===== src/rtl/virgule_pkg.sv =====
// Shared types for the virgule core: machine word, bus payloads, fetch entries and fetch FSM states.
package virgule_pkg;

  localparam int unsigned XLEN   = 32;
  localparam int unsigned STRB_W = XLEN / 8;

  typedef logic [XLEN-1:0] word_t;

  typedef struct packed {
    logic              valid;
    word_t             address;
    logic [STRB_W-1:0] wstrobe;
  } bus_req_t;

  typedef struct packed {
    logic  ready;
    word_t rdata;
  } bus_rsp_t;

  typedef struct packed {
    word_t pc;
    word_t data;
  } fetch_entry_t;

  typedef enum logic [1:0] {
    FETCH_IDLE,
    FETCH_REQ,
    FETCH_REQ_DISCARD
  } fetch_state_t;

  // Clear the byte offset of an address.
  function automatic word_t align_word(input word_t a);
    return a & ~word_t'(3);
  endfunction

endpackage


===== src/rtl/fetch_fifo.sv =====
// Prefetch FIFO of {pc, instruction} entries with synchronous clear; head is read from storage registers.
module fetch_fifo
  import virgule_pkg::*;
#(
  parameter int unsigned DEPTH = 2,
  localparam int unsigned CW = $clog2(DEPTH + 1)
) (
  input  logic         clk,
  input  logic         reset,
  input  logic         push,
  input  logic         pop,
  input  logic         clear,
  input  fetch_entry_t wdata,
  output logic [CW-1:0] count,
  output fetch_entry_t head
);

  localparam int unsigned PW = (DEPTH > 1) ? $clog2(DEPTH) : 1;

  fetch_entry_t  store [DEPTH];
  logic [PW-1:0] rd_ptr;
  logic [PW-1:0] wr_ptr;
  logic          do_push;
  logic          do_pop;

  function automatic logic [PW-1:0] bump(input logic [PW-1:0] p);
    return (p == PW'(DEPTH - 1)) ? '0 : p + PW'(1);
  endfunction

  // A push into a full FIFO is only accepted when the head leaves in the same cycle.
  always_comb begin
    do_pop  = pop && (count != '0);
    do_push = push && ((count != CW'(DEPTH)) || do_pop);
  end

  always_ff @(posedge clk) begin
    if (reset || clear) begin
      rd_ptr <= '0;
      wr_ptr <= '0;
      count  <= '0;
    end else begin
      if (do_push) wr_ptr <= bump(wr_ptr);
      if (do_pop)  rd_ptr <= bump(rd_ptr);
      count <= count + CW'(do_push) - CW'(do_pop);
    end
  end

  always_ff @(posedge clk) begin
    if (do_push && !clear) store[wr_ptr] <= wdata;
  end

  assign head = store[rd_ptr];

endmodule


===== src/rtl/fetch_unit.sv =====
// Instruction fetch stage: sequential word reads into a prefetch FIFO, flushed and restarted on redirect.
module fetch_unit
  import virgule_pkg::*;
#(
  parameter word_t       RESET_PC = 32'h0000_0000,
  parameter int unsigned DEPTH    = 2
) (
  input  logic        clk,
  input  logic        reset,
  output logic        mem_valid,
  input  logic        mem_ready,
  output logic [31:0] mem_address,
  input  logic [31:0] mem_rdata,
  output logic [3:0]  mem_wstrobe,
  input  logic        redirect_valid,
  input  logic [31:0] redirect_pc,
  output logic        out_valid,
  input  logic        out_ready,
  output logic [31:0] out_pc,
  output logic [31:0] out_data
);

  localparam int unsigned CW  = $clog2(DEPTH + 1);
  localparam int unsigned CAW = CW + 1;

  fetch_state_t   state;
  fetch_state_t   state_d;
  word_t          fetch_pc;
  word_t          fetch_pc_d;
  bus_req_t       req_q;
  bus_req_t       req_d;
  bus_rsp_t       rsp;
  fetch_entry_t   push_entry;
  fetch_entry_t   head;
  logic [CW-1:0]  count;
  logic [CAW-1:0] count_after;
  logic           push;
  logic           pop;
  logic           slot_free;

  assign rsp        = '{ready: mem_ready, rdata: mem_rdata};
  assign push_entry = '{pc: fetch_pc, data: rsp.rdata};

  // A completion is kept only in REQ and only when no redirect flushes it.
  always_comb begin
    pop         = out_valid && out_ready;
    push        = (state == FETCH_REQ) && rsp.ready && !redirect_valid;
    count_after = redirect_valid ? '0 : CAW'(count) + CAW'(push) - CAW'(pop);
    slot_free   = count_after < CAW'(DEPTH);
  end

  always_comb begin
    state_d         = state;
    fetch_pc_d      = fetch_pc;
    req_d           = req_q;
    req_d.wstrobe   = '0;

    if (redirect_valid) begin
      fetch_pc_d = align_word(redirect_pc);
    end else if (push) begin
      fetch_pc_d = fetch_pc + 32'd4;
    end

    case (state)
      FETCH_IDLE: begin
        if (slot_free) begin
          state_d       = FETCH_REQ;
          req_d.valid   = 1'b1;
          req_d.address = fetch_pc_d;
        end
      end
      FETCH_REQ: begin
        if (rsp.ready) begin
          if (slot_free) begin
            state_d       = FETCH_REQ;
            req_d.valid   = 1'b1;
            req_d.address = fetch_pc_d;
          end else begin
            state_d     = FETCH_IDLE;
            req_d.valid = 1'b0;
          end
        end else if (redirect_valid) begin
          // Request must stay on the bus; its data is dropped when it completes.
          state_d = FETCH_REQ_DISCARD;
        end
      end
      FETCH_REQ_DISCARD: begin
        if (rsp.ready) begin
          state_d     = FETCH_IDLE;
          req_d.valid = 1'b0;
        end
      end
      default: begin
        state_d     = FETCH_IDLE;
        req_d.valid = 1'b0;
      end
    endcase
  end

  always_ff @(posedge clk) begin
    if (reset) begin
      state    <= FETCH_IDLE;
      fetch_pc <= RESET_PC;
      req_q    <= '0;
    end else begin
      state    <= state_d;
      fetch_pc <= fetch_pc_d;
      req_q    <= req_d;
    end
  end

  fetch_fifo #(
    .DEPTH(DEPTH)
  ) u_fifo (
    .clk   (clk),
    .reset (reset),
    .push  (push),
    .pop   (pop),
    .clear (redirect_valid),
    .wdata (push_entry),
    .count (count),
    .head  (head)
  );

  assign mem_valid   = req_q.valid;
  assign mem_address = req_q.address;
  assign mem_wstrobe = req_q.wstrobe;
  assign out_valid   = (count != '0);
  assign out_pc      = head.pc;
  assign out_data    = head.data;

endmodule


===== config.mk =====
export PLATFORM = sky130hd
export DESIGN_NAME = fetch_unit
export DESIGN_NICKNAME = d
export VERILOG_FILES = /design/src/rtl/virgule_pkg.sv /design/src/rtl/fetch_fifo.sv /design/src/rtl/fetch_unit.sv
export SDC_FILE = /design/constraint.sdc
export NUM_CORES = 1
export LEC_CHECK = 0
export CAP_MARGIN = 5
export CELL_PAD_IN_SITES_DETAIL_PLACEMENT = 1
export CELL_PAD_IN_SITES_GLOBAL_PLACEMENT = 1
export CORE_MARGIN = 2
export CORE_UTILIZATION = 30
export DETAILED_ROUTE_END_ITERATION = 7
export MAX_ROUTING_LAYER = met4
export PLACE_DENSITY_LB_ADDON = 0.2
export SYNTH_ARGS = -nofsm -noshare
export SYNTH_HDL_FRONTEND = slang
export SYNTH_SLANG_ARGS = --single-unit

===== constraint.sdc =====
create_clock -name clk -period 11.64 [get_ports clk]
set_clock_uncertainty 0.1 [all_clocks]
set_input_delay 2.328 -clock clk [delete_from_list [all_inputs] [get_ports clk]]
set_output_delay 2.328 -clock clk [all_outputs]
set_load 0.02 [all_outputs]

==> impl_metrics.tcl <==
set metrics [dict create \
    fillCellCount 2814 \
    reg2reg_depth 10 \
    clock-sinks 200 \
    mostFrequentLayoutCell "clkdlybuf4s50_1" \
    syn_to_final_growth_pct 30.6 \
    hold_viol 0 \
    rsz0062_at_grt "no" \
    vias 5581 \
    final_nets 844 \
    slowest_stage "clkdlybuf4s50_1" \
    whs_ns 0.355 \
    hpwl_microns 14700 \
    cp_max_fo 5 \
    clockBufferDepth 2 \
    ys.flop_type "edfxtp_1" \
    rows 60 \
    hp-start "fetch_pc[0]" \
    path_class "in -> reg" \
    synth_area_sq_mm 0.00817 \
    clk_latency_ns 0.43 \
    netlist_instances 612 \
    clock-root-buffer "clkbuf_16" \
    h-tree-depth 4 \
    drive_above_1_share 0.157 \
    core-area_sq_mm 0.0269 \
    leakage_nw 3.62 \
    ys_seq_area_frac 0.647 \
    first_pass_iters 4 \
    die_height_microns 169 \
    worst_setup_path_start_kind "input port" \
    crit_arrival_ns 5.27 \
    synth_top_area_frac 0.470 \
    crit_chain "clkdlybuf4s50_1 -> and2_1 -> ha_1 -> nor3_1 -> fa_1 -> o21a_1 -> nor3_1 -> o21ai_0 -> a31oi_1" \
    cts_tree "yes" \
    die_w_microns 169 \
    grt_pass1_wl_microns 34500 \
    critPathRequiredTime_ns 11.90 \
    drc 0 \
    p_per_area_mw_per_mm2 145 \
    synth_area_per_cell_sq_um 13.4 \
    fin_crit_sh 0.431 \
    dieArea_sq_mm 0.0286 \
    ys_warn_count 0 \
    cap_viol_max_count 0 \
    drv_slew 0 \
    fin_util 0.397 \
    antenna_found_initial 0 \
    setup_viol 0 \
    worst_pin_slew_ns 0.948 \
    rr_endpoint "mem_address[20]" \
    routabilityCongestion 0.753 \
    overflow 0 \
    drt-wirelength-per-cell_microns 19.8 \
    ant_nets 0 \
    r2r_setup_slack_ns 8.41 \
    fin_crit_ns 5.02 \
    grt_usage 0.163 \
    drt_iter0_markers 296 \
    async_reset_ff_frac 0 \
    r2r_start "u_fifo.count[1]" \
    mostFrequentLayoutCells "clkdlybuf4s50_1 (163), edfxtp_1 (128), dfxtp_1 (71)" \
    ys_seq_elements 200 \
    hold_buffers 0 \
    slew_headroom 0.368 \
    worstHoldPathCells 0 \
    clk_pin_slew_worst_paths_ns 0.08 \
    yosys.area.top_type "edfxtp_1" \
    grt_pass1_vias 6061 \
    synth_edf_count 128 \
    holdPathEnd "u_fifo.store[1][32]" \
    hold_path_class "reg -> reg" \
    totalNegativeSetupSlack_ns 0 \
    fin_ws_ns 6.62 \
    io_pins 171 \
    ys_types 70 \
    cpPeakStageDelay_ns 0.51 \
    cts-resized-gates 0 \
    worst_path_most_repeated_cell "nor3_1" \
    end_kind "flop" \
    numCtsBuffers 17 \
    fmax_mhz 199 \
    port_buffers 164 \
    synth.area.top_cells "edfxtp_1 (47%), dfxtp_1 (18%), mux2_2 (9.0%), nor3_1 (2.1%), nand2_1 (1.7%)" \
    regArea_sq_mm 0.00529 \
    place_ws_ns 6.24 \
    multi_input_area_sq_mm 0.00267 \
    finalWirelength_microns 22300 \
    vdd_ir_drop_max_v 0.0000713 \
    viasPerCell 4.96 \
    grt_start_max_net_pins 65 \
    status "finished clean" \
    initial_core_util 0.304 \
    post_cts_buffers 0 \
]
## where the power goes
| group | internal, mW | total [mW] | switching [mW] |
|---|---|---|---|
| sequential | 0.783 | 0.807 | 0.0246 |
| clock | 0.298 | 0.572 | 0.273 |
| combinational | 0.0818 | 0.173 | 0.0910 |
| total | 1.16 | 1.55 | 0.389 |
## cell usage after synthesis (all sizes together), types with 6 or more instances
library cell / count
edfxtp: 128
dfxtp: 72
mux2: 65
nand2: 38
nor3: 34
nor2: 31
clkbuf: 25
o21ai: 16
nand3: 15
a21oi: 14
o21a: 13
and2: 12
buf: 11
inv: 11
xnor2: 11
a211oi: 8
nand4: 8
a31oi: 7
nor4: 7
and4: 6
mux2i: 6
## final cells by class
cell class / count / area share
inverter: 11 / 0.00387
clock inverter: 13 / 0.0111
tap: 341 / 0.0400
antenna: 1 / 0.000234
clock buffer: 19 / 0.0405
multi-input combinational: 368 / 0.250
timing repair buffer: 172 / 0.159
sequential: 200 / 0.495
## cells by family (layout without fill, tap and decap cells)
| family | after synthesis | after routing | synth area share |
|---|---|---|---|
| AOI/OAI and AO/OA | 95 | 95 | 0.0839 |
| xor gates and xnor gates | 15 | 15 | 0.0161 |
| adders and majority gates | 5 | 5 | 0.00857 |
| buffers and inverters | 47 | 215 | 0.0291 |
| DFF | 200 | 200 | 0.647 |
| muxes | 71 | 71 | 0.0969 |
| other | 1 | 5 | 0.000459 |
| and+or+nand+nor | 178 | 178 | 0.118 |
## critical path, delay by kind of cell
| kind | cells | cell delay, ns |
|---|---|---|
| AO/OA/AOI/OAI | 3 | 0.75 |
| adder cells (fa/ha/maj) | 2 | 0.73 |
| buffers and inverters | 1 | 0.51 |
| AND/OR/NAND/NOR | 3 | 0.95 |
## worst max-delay path by stage
stage / cells past startpoint / from / endpoint
floorplan: 4 / redirect_valid / u_fifo.store[0][0]
global placement: 9 / out_ready / mem_address[29]
detailed placement: 9 / out_ready / mem_address[29]
CTS: 3 / flop / out_pc[12]
global route: 9 / out_ready / mem_address[20]
finish: 9 / out_ready / mem_address[20]
## through the flow
stage,instances,power [mW],area [sq um]
after detailed placement,1092,0.997,10100
after global routing,1124,1.61,10700
after floorplan,615,0.906,8190
after global placement,1092,0.992,10100
final,1125,1.55,10700
after CTS,1124,1.57,10700
## registers in the layout, summed over array words and instances, names as in the netlist, named ones only
signal and count:
fetch_pc 32, mem_address 32, mem_valid 1, state 2, u_fifo.count 2, u_fifo.rd_ptr 1, u_fifo.store 128, u_fifo.wr_ptr 1
## routing by layer
layer / share of wire / GRT usage / vias to the layer above / wire [microns]
met5: 0 / - / - / 0
met4: 0.013 / 0.0424 / 0 / 301
met3: 0.037 / 0.0271 / 18 / 817
met2: 0.50 / 0.273 / 152 / 11100
met1: 0.45 / 0.205 / 2804 / 10100
li1: - / - / 2607 / -
(Power assumes the default switching activity.)
